[src/rtl/fifo_prefetch_pkg.sv]
`default_nettype none
// ============================================================================
// Package  : fifo_prefetch_pkg
// Purpose  : Shared constants and buffer-index helpers for the prefetch stage.
// Revision : 1.0 - initial release
// ============================================================================
package fifo_prefetch_pkg;

    localparam int MAX_READ_LATENCY = 2;
    localparam int MAX_BUF_DEPTH    = MAX_READ_LATENCY + 2;
    localparam int BUF_IDX_W        = $clog2(MAX_BUF_DEPTH);

    // Wide enough for the deepest legal buffer; shallower buffers wrap early.
    typedef logic [BUF_IDX_W-1:0] buf_idx_t;

    function automatic buf_idx_t buf_idx_next(input buf_idx_t idx, input int depth);
        if (int'(idx) == depth - 1) begin
            return '0;
        end
        return idx + buf_idx_t'(1);
    endfunction

endpackage
`default_nettype wire

[src/rtl/prefetch_skid_buf.sv]
`default_nettype none
// ============================================================================
// Module   : prefetch_skid_buf
// Purpose  : Flop-array circular buffer with head/tail pointers and occupancy.
// Revision : 1.0 - initial release
// ============================================================================
module prefetch_skid_buf
    import fifo_prefetch_pkg::*;
#(
    parameter int DATA_WIDTH = 36,
    parameter int DEPTH      = 3,
    parameter int CNT_W      = $clog2(DEPTH + 1)
) (
    input  logic                  clk,
    input  logic                  rst,
    input  logic                  i_clear,
    input  logic                  i_wr_en,
    input  logic [DATA_WIDTH-1:0] i_wr_data,
    input  logic                  i_rd_en,
    output logic [DATA_WIDTH-1:0] o_rd_data,
    output logic [CNT_W-1:0]      o_count
);

    logic [DATA_WIDTH-1:0] r_mem [DEPTH];
    buf_idx_t              r_head;
    buf_idx_t              r_tail;
    logic [CNT_W-1:0]      r_count;

    always_ff @(posedge clk or posedge rst) begin
        if (rst) begin
            r_head  <= '0;
            r_tail  <= '0;
            r_count <= '0;
        end else if (i_clear) begin
            r_head  <= '0;
            r_tail  <= '0;
            r_count <= '0;
        end else begin
            if (i_wr_en) begin
                r_tail <= buf_idx_next(r_tail, DEPTH);
            end
            if (i_rd_en) begin
                r_head <= buf_idx_next(r_head, DEPTH);
            end
            case ({i_wr_en, i_rd_en})
                2'b10:   r_count <= r_count + 1'b1;
                2'b01:   r_count <= r_count - 1'b1;
                default: r_count <= r_count;
            endcase
        end
    end

    // Storage is reset too so the head entry reads as zero while in reset.
    always_ff @(posedge clk or posedge rst) begin
        if (rst) begin
            for (int i = 0; i < DEPTH; i++) begin
                r_mem[i] <= '0;
            end
        end else if (i_wr_en && !i_clear) begin
            r_mem[r_tail] <= i_wr_data;
        end
    end

    assign o_rd_data = r_mem[r_head];
    assign o_count   = r_count;

    a_no_write_when_full: assert property (@(posedge clk) disable iff (rst)
        (i_wr_en && !i_clear) |-> (r_count != CNT_W'(DEPTH)));

    a_no_read_when_empty: assert property (@(posedge clk) disable iff (rst)
        (i_rd_en && !i_clear) |-> (r_count != '0));

    a_count_bound: assert property (@(posedge clk) disable iff (rst)
        r_count <= CNT_W'(DEPTH));

endmodule
`default_nettype wire

[src/rtl/fifo_prefetch_stage.sv]
`default_nettype none
// ============================================================================
// Module   : fifo_prefetch_stage
// Purpose  : Prefetches from a fixed-latency BRAM FIFO into a small skid buffer
//            so the consumer sees registered valid/data at full throughput.
// Revision : 1.0 - initial release
// ============================================================================
module fifo_prefetch_stage
    import fifo_prefetch_pkg::*;
#(
    parameter int DATA_WIDTH   = 36,
    parameter int READ_LATENCY = 1
) (
    input  logic                              clk_i,
    input  logic                              rst_i,
    input  logic                              flush_i,
    input  logic                              fifo_empty_i,
    input  logic [DATA_WIDTH-1:0]             fifo_data_i,
    output logic                              fifo_pop_o,
    output logic                              valid_o,
    input  logic                              ready_i,
    output logic [DATA_WIDTH-1:0]             data_o,
    output logic [$clog2(READ_LATENCY+3)-1:0] count_o
);

    localparam int BUF_DEPTH = READ_LATENCY + 2;
    localparam int CNT_W     = $clog2(BUF_DEPTH + 1);

    generate
        if (READ_LATENCY < 1 || READ_LATENCY > MAX_READ_LATENCY) begin : g_bad_latency
            $error("fifo_prefetch_stage: READ_LATENCY must be 1 or 2");
        end
    endgenerate

    logic [READ_LATENCY-1:0] r_ret_vld;
    logic [CNT_W-1:0]        w_buf_cnt;
    logic [CNT_W-1:0]        w_inflight;
    logic [CNT_W:0]          w_occupancy;
    logic                    w_pop;
    logic                    w_wr_en;
    logic                    w_rd_en;
    logic                    w_valid;

    always_comb begin
        w_inflight = '0;
        for (int k = 0; k < READ_LATENCY; k++) begin
            w_inflight = w_inflight + CNT_W'(r_ret_vld[k]);
        end
    end

    // Credit covers words already buffered plus those still in the BRAM pipe;
    // the consumer handshake is deliberately left out of this path.
    assign w_occupancy = {1'b0, w_buf_cnt} + {1'b0, w_inflight};
    assign w_pop       = !fifo_empty_i && !flush_i && !rst_i
                         && (w_occupancy < (CNT_W + 1)'(BUF_DEPTH));

    always_ff @(posedge clk_i or posedge rst_i) begin
        if (rst_i) begin
            r_ret_vld <= '0;
        end else if (flush_i) begin
            r_ret_vld <= '0;
        end else begin
            r_ret_vld[0] <= w_pop;
            for (int k = 1; k < READ_LATENCY; k++) begin
                r_ret_vld[k] <= r_ret_vld[k-1];
            end
        end
    end

    assign w_wr_en = r_ret_vld[READ_LATENCY-1] && !flush_i;
    assign w_valid = (w_buf_cnt != '0);
    assign w_rd_en = w_valid && ready_i;

    prefetch_skid_buf #(
        .DATA_WIDTH (DATA_WIDTH),
        .DEPTH      (BUF_DEPTH),
        .CNT_W      (CNT_W)
    ) u_skid_buf (
        .clk       (clk_i),
        .rst       (rst_i),
        .i_clear   (flush_i),
        .i_wr_en   (w_wr_en),
        .i_wr_data (fifo_data_i),
        .i_rd_en   (w_rd_en),
        .o_rd_data (data_o),
        .o_count   (w_buf_cnt)
    );

    assign fifo_pop_o = w_pop;
    assign valid_o    = w_valid;
    assign count_o    = w_buf_cnt;

endmodule
`default_nettype wire

[config.mk]
export PLATFORM = sky130hd
export DESIGN_NAME = fifo_prefetch_stage
export DESIGN_NICKNAME = d
export VERILOG_FILES = /design/src/rtl/fifo_prefetch_pkg.sv /design/src/rtl/prefetch_skid_buf.sv /design/src/rtl/fifo_prefetch_stage.sv
export SDC_FILE = /design/constraint.sdc
export NUM_CORES = 1
export LEC_CHECK = 0
export ABC_AREA = 1
export CAP_MARGIN = 25
export CORE_ASPECT_RATIO = 0.5
export CORE_UTILIZATION = 60
export CTS_BUF_LIST = sky130_fd_sc_hd__clkbuf_4
export CTS_CLUSTER_DIAMETER = 100
export DETAILED_ROUTE_END_ITERATION = 7
export MAX_ROUTING_LAYER = met4
export PLACE_DENSITY_LB_ADDON = 0.3
export REMOVE_ABC_BUFFERS = 1
export SYNTH_ARGS = -nofsm -noshare
export SYNTH_HDL_FRONTEND = slang
export SYNTH_SLANG_ARGS = --single-unit
export TNS_END_PERCENT = 5
[constraint.sdc]
create_clock -name clk_i -period 12.4 [get_ports clk_i]
set_clock_uncertainty 0.1 [all_clocks]
set_input_delay 2.48 -clock clk_i [delete_from_list [all_inputs] [get_ports clk_i]]
set_output_delay 2.48 -clock clk_i [all_outputs]
set_load 0.02 [all_outputs]
==> results of run 1 <==
==> layout make-up <==
cell class | instances | area [sq um]
clock inverters | 9 | 42.5
well taps | 117 | 146
fillers | 716 | 2330
multi-input cells | 398 | 2230
inverters | 46 | 180
diodes | 1 | 2.50
repair buffers | 85 | 891
clock buffers | 21 | 158
flip-flops and latches | 115 | 2880
==> worst max-delay path: cells and delay by family <==
family / cells / cell delay (ns)
AO/OA/AOI/OAI: 1 / 0.19
buffers and inverters: 3 / 1.44
AND/OR/NAND/NOR: 1 / 0.13
==> metrics by stage <==
stage	total power [mW]	std cells	util [%]	hold WS (ns)	setup WS (ns)
global route	0.947	791	73.6	0.405	5.43
finish	0.896	792	73.7	0.386	5.57
global placement	0.683	758	70.5	0.363	5.59
floorplan	0.597	559	-	0.355	4.10
CTS	0.901	789	73.0	0.390	5.53
detailed placement	0.690	759	70.8	0.368	5.53
==> cells in the final DEF, fill, tap and decap left out, drive strengths merged <==
cell type / count
nand2: 231
o31ai: 1
ha: 2
dfrtp: 115
nand3: 42
clkdlybuf4s50: 80
clkinv: 9
clkbuf: 21
nand4: 2
or2: 1
buf: 5
diode: 1
nor2: 5
a21oi: 1
a211oi: 2
o21ai: 111
inv: 46
==> state kept, by name (all words and copies together), names as in the netlist <==
signal,count
u_skid_buf.r_mem,108
u_skid_buf.r_head,2
u_skid_buf.o_count,2
u_skid_buf.r_tail,2
r_ret_vld,1
==> cells by family after synthesis <==
group                    share of synthesized area, %
AND/OR/NAND/NOR                                  22.5
flip-flops                                       51.6
adder cells (fa/ha/maj)                         0.449
buffers and inverters                            8.37
AO/OA/AOI/OAI                                    17.1
==> worst min path at each step <==
stage | startpoint | end | slack, ns | cells after the start
CTS | u_skid_buf.r_mem[6] | u_skid_buf.r_mem[6] | 0.39 | 2
finish | u_skid_buf.r_mem[93] | u_skid_buf.r_mem[93] | 0.39 | 2
detailed placement | u_skid_buf.r_mem[84] | u_skid_buf.r_mem[84] | 0.37 | 2
global placement | u_skid_buf.r_mem[98] | u_skid_buf.r_mem[98] | 0.36 | 2
global route | u_skid_buf.r_mem[84] | u_skid_buf.r_mem[84] | 0.41 | 2
floorplan | u_skid_buf.r_mem[100] | u_skid_buf.r_mem[100] | 0.36 | 2
==> power breakdown <==
part	switching (mW)	internal (mW)	total, mW
Sequential	0.0274	0.422	0.450
Combinational	0.122	0.111	0.233
Clock	0.132	0.0818	0.214
==> metal layers <==
layer	vias up	part of all wire, %	track usage (%)
met5	-	0	-
met4	0	1.2	8.86
met3	15	4.9	7.13
met2	104	48	40.3
met1	1943	46	32.7
li1	2042	-	-
==> qor.csv, run 1 <==
stage;metric;value;unit
critical_path;cp_slowest_stage_delay;0.64;ns
synthesis;synth_most_common_cell;nand2_1;
drt;wl_per_cell;13.8;um
place;hpwl;6650;um
critical_path;reg2regPathDepth;5;
run_status;status;finished, violations left;
synthesis;ys_warn_count;0;
pwr;p_leak;3.13;nW
synthesis;synth-edff-count;0;
sta;fin_crit;6.83;ns
critical_path;endpoint_kind;output pin;
critical_path;critPathKind;input port to output pin;
sta;setup_viol;0;
finish;fin_nets;706;
clock_tree;clkTransAtPathRegs;0.09;ns
critical_path;required;9.82;ns
grt;grt_pass1_vias;3812;
synthesis;yosysSeqAreaShare;51.6;%
place;portBuffers;80;
drt;dr.pass1.iters;7;
floorplan;initial_core_util;62.9;%
sta;rsz0062_at_grt;false;
synthesis;ys_types;23;
finish;final_area;6530;sq um
clock_tree;cts_hold_repair.buffers;0;
clock_tree;cts_resized;0;
drt;drc;16;
drt;ant_nets;0;
sta;worst_pin_slew;1.03;ns
critical_path;reg2reg_to;u_skid_buf.r_mem[68];
synthesis;synth_area_leader_cell;dfrtp_1;
synthesis;avgSynthCellArea;9.46;sq um
critical_path;startpoint_type;input port;
sta;relSlewSlack;31.1;%
critical_path;critPathLaunch;rst_i;
synthesis;syn_area;5570;sq um
floorplan;die_area;9700;sq um
sta;max_freq;146;MHz
clock_tree;cts_root_buf;clkbuf_4;
pwr;vdd_drop_max;0.0688;mV
drt;via_per_inst;5.18;
grt;grt_pass1_wl;18400;um
synthesis;synth_top_area_share;51.6;%
floorplan;rows;24;
grt;overflow;0;
synthesis;synth_flop_cell;dfrtp_1;
clock_tree;cts_num_sinks;115;
synthesis;async_flop_share;100;%
clock_tree;htreeDepth;4;
synthesis;synth_area_leaders;dfrtp_1 52%, o21ai_2 15%, nand2_1 13%;
job;maxCapViolCount;0;
floorplan;fp.coreArea;8860;sq um
place;gp_congestion;0.860;
synthesis;synth_cells;589;
run_status;violations;DRC;
grt;antenna_found_initial;0;
sta;fin_setup_tns;0;ns
synthesis;ys_ff_latch;115;
critical_path;r2r-start;u_skid_buf.r_tail[1];
pwr;p_per_area;137;nW/um^2
synthesis;synth_commonest_cells;199 x nand2_1, 115 x dfrtp_1, 98 x o21ai_2, 43 x inv_1, 39 x nand3_1;
critical_path;crit_arrival;4.25;ns
worst_hold_path;hp-class;register to register;
critical_path;reg2reg_slack;10.31;ns
finish;area_growth;17.1;%
critical_path;timing.critical_path.mode_cell;clkdlybuf4s50_1;
floorplan;boundaryPins;81;
sta;drv_slew;0;
grt;grt_usage;25.7;%
critical_path;setup.worst_path.end;fifo_pop_o;
clock_tree;cts_buffers;17;
finish;layout-drive-gt1-share;25.7;%
sta;period_share;55.1;%
floorplan;die_x;138;um
clock_tree;cts_setup_buffers;0;
critical_path;cp_cell_sequence;clkdlybuf4s50_1 > inv_4 > nand2_1 > a211oi_1 > clkdlybuf4s50_1;
clock_tree;clk_path_buf_depth;2;
grt;grt_start_max_net_pins;82;
drt;routed_wl;10900;um
clock_tree;clock_latency;0.53;ns
place;place_area;6270;sq um
sta;finalHoldViolations;0;
floorplan;die_h;70.1;um
critical_path;cp_max_fo;36;
critical_path;crit_path_top_delay_cell;clkdlybuf4s50_1;
drt;drtIter0Drc;256;
drt;num_vias;4104;
clock_tree;cts_tree;built;
Power figures use the tool's default switching activity.
==> run 2: changes to the inputs <==
CORE_UTILIZATION = 56   (was 60)
clock period = 6.3 ns   (was 12.4 ns; I/O delays follow)
==> qor.csv, run 2 (synthesis results as in run 1) <==
stage;metric;value;unit;change
finish;fin_util;70.4;%;-3.3 points
drt;via_per_inst;5.03;;-3.0%
finish;final_cells;812;;+2.5%
critical_path;critPathBufInv;2;;-1
clock_tree;cts_resized;0;;unchanged
floorplan;initial_core_util;58.4;%;-4.5 points
place;portBuffers;80;;unchanged
clock_tree;cts_tree;built;;
critical_path;cp_cell_sequence;clkdlybuf4s50_1 > nor2_1 > nand2_1 > a211oi_1 > clkdlybuf4s50_1;;
clock_tree;cts_setup_buffers;0;;unchanged
critical_path;crit_family;buffers and inverters;;
finish;layout-drive-gt1-share;26.0;%;+0.33 points
floorplan;rows;25;;+4.2%
place;dp.cells;778;;+2.5%
critical_path;cp_max_fo;5;;-86%
critical_path;startpoint_type;input port;;
finish;num-fill-cells;735;;+2.7%
job;maxCapViolCount;0;;unchanged
drt;num_vias;4083;;-0.51%
pwr;power;2.01;mW;+120%
sta;max_freq;241;MHz;
sta;worst_pin_slew;1.04;ns;+0.00809 ns
sta;finalHoldViolations;0;;unchanged
drt;routed_wl;10900;um;-0.37%
sta;period_share;65.9;%;
sta;fin_setup_tns;0;ns;unchanged
floorplan;die_area;10400;sq um;+7.0%
clock_tree;cts_root_buf;clkbuf_4;;
pwr;p_leak;3.20;nW;+2.3%
clock_tree;cts_hold_repair.buffers;0;;unchanged
finish;largest_reg_flops;108;;unchanged
critical_path;required;4.94;ns;-4.88 ns
sta;fin_crit;4.15;ns;
drt;dr.pass1.iters;5;;-2
drt;wl_per_cell;13.4;um;-2.8%
finish;final_cell_mix;199 x nand2_1, 115 x dfrtp_1, 98 x o21ai_2;;
worst_hold_path;hp-class;register to register;;
grt;overflow;0;;unchanged
drt;drc;0;;-16
drt;ant_nets;0;;unchanged
finish;top_register;u_skid_buf.r_mem;;
floorplan;die_x;143;um;+3.5%
critical_path;crit_path_top_delay_cell;clkdlybuf4s50_1;;
clock_tree;clk_path_buf_depth;2;;unchanged
clock_tree;htreeDepth;4;;unchanged
floorplan;boundaryPins;81;;unchanged
sta;drv_slew;0;;unchanged
sta;setup_viol;0;;unchanged
grt;antenna_found_initial;0;;unchanged
drt;drtIter0Drc;343;;+34%
grt;grt_pass1_wl;18400;um;+0.41%
clock_tree;cts_buffers;17;;unchanged
place;post-place-ws;2.12;ns;-3.41 ns
pwr;vdd_drop_max;0.156;mV;+130%
floorplan;fp.coreArea;9540;sq um;+7.7%
finish;fin_nets;707;;+0.14%
critical_path;crit_arrival;2.79;ns;-1.46 ns
critical_path;cp_slowest_stage_delay;0.65;ns;about the same
finish;area_growth;20.5;%;
sta;rsz0062_at_grt;false;;
place;gp_congestion;0.772;;-10%
run_status;status;finished, final reports clean;;
grt;grt_pass1_vias;3885;;+1.9%
pwr;p_per_area;300;nW/um^2;+120%
grt;grt_start_max_net_pins;73;;-11%
floorplan;die_h;72.5;um;+3.4%
finish;final_common_cell;nand2_1;;
sta;relSlewSlack;30.6;%;-0.54 points
critical_path;critPathKind;input port to output pin;;
critical_path;timing.critical_path.mode_cell;clkdlybuf4s50_1;;
clock_tree;clkTransAtPathRegs;0.10;ns;about the same
clock_tree;clock_latency;0.50;ns;-0.03 ns
finish;diodes;0;;-1
sta;fin_ws;2.15;ns;-3.42 ns
clock_tree;cts_num_sinks;115;;unchanged
place;hpwl;6520;um;-1.9%
critical_path;endpoint_kind;output pin;;
grt;grt_usage;24.2;%;-1.6 points
run 2: cell types whose count changed in the layout (fill, tap and decap cells not counted):
| cell | previous run | this run |
|---|---|---|
| buf_4 | 2 | 3 |
| bufinv_16 | 0 | 6 |
| clkbuf_4 | 21 | 20 |
| clkinv_2 | 7 | 3 |
| clkinvlp_4 | 0 | 1 |
| diode_2 | 1 | 0 |
run 2: stage by stage:
| stage | instance area (sq um) | hold slack [ns] |
|---|---|---|
| floorplan | 5280 | 0.355 |
| global placement | 6280 | 0.365 |
| detailed placement | 6310 | 0.368 |
| CTS | 6670 | 0.391 |
| global route | 6710 | 0.403 |
| finish | 6710 | 0.389 |
run 2: power by group:
group          internal (mW)  switching [mW]
clock network          0.404           0.268
registers              0.831          0.0537
logic                  0.220           0.240
run 2: worst paths after layout:
check / startpoint / cells past startpoint / end / slack, ns
min in group asynchronous: rst_i / 3 / u_skid_buf.r_mem[72] / 1.20
worst min register to register: u_skid_buf.r_mem[78] / 2 / u_skid_buf.r_mem[78] / 0.39
worst min-delay path: u_skid_buf.r_mem[78] / 2 / u_skid_buf.r_mem[78] / 0.39
worst max register to register: u_skid_buf.r_tail[1] / 5 / u_skid_buf.r_mem[67] / 4.16
worst max-delay path: flush_i / 5 / fifo_pop_o / 2.15
max in group asynchronous: rst_i / 4 / u_skid_buf.r_mem[95] / 3.63
run 2: layout make-up:
class,count,area (sq um),share of cell area [%]
Clock buffer,20,150,2.24
Multi-Input combinational cell,398,2230,33.2
Clock inverter,12,210,3.13
Sequential cell,115,2880,42.9
Tap cell,135,169,2.52
Inverter,46,180,2.68
Timing Repair Buffer,86,898,13.4
run 2: per-layer routing:
metal | global-route usage (%) | wire length (um) | up-vias | share of wire [%]
li1 | - | - | 2050 | -
met1 | 30.5 | 5180 | 1931 | 48
met2 | 38.3 | 5100 | 89 | 47
met3 | 6.27 | 495 | 13 | 4.5
met4 | 8.00 | 125 | 0 | 1.1
met5 | - | 0 | - | 0
run 2: tightest hold or removal path, cell delays in order (launching register included):
cell	delay, ns
dfrtp_1	0.35
nand2_1	0.06
o21ai_2	0.05
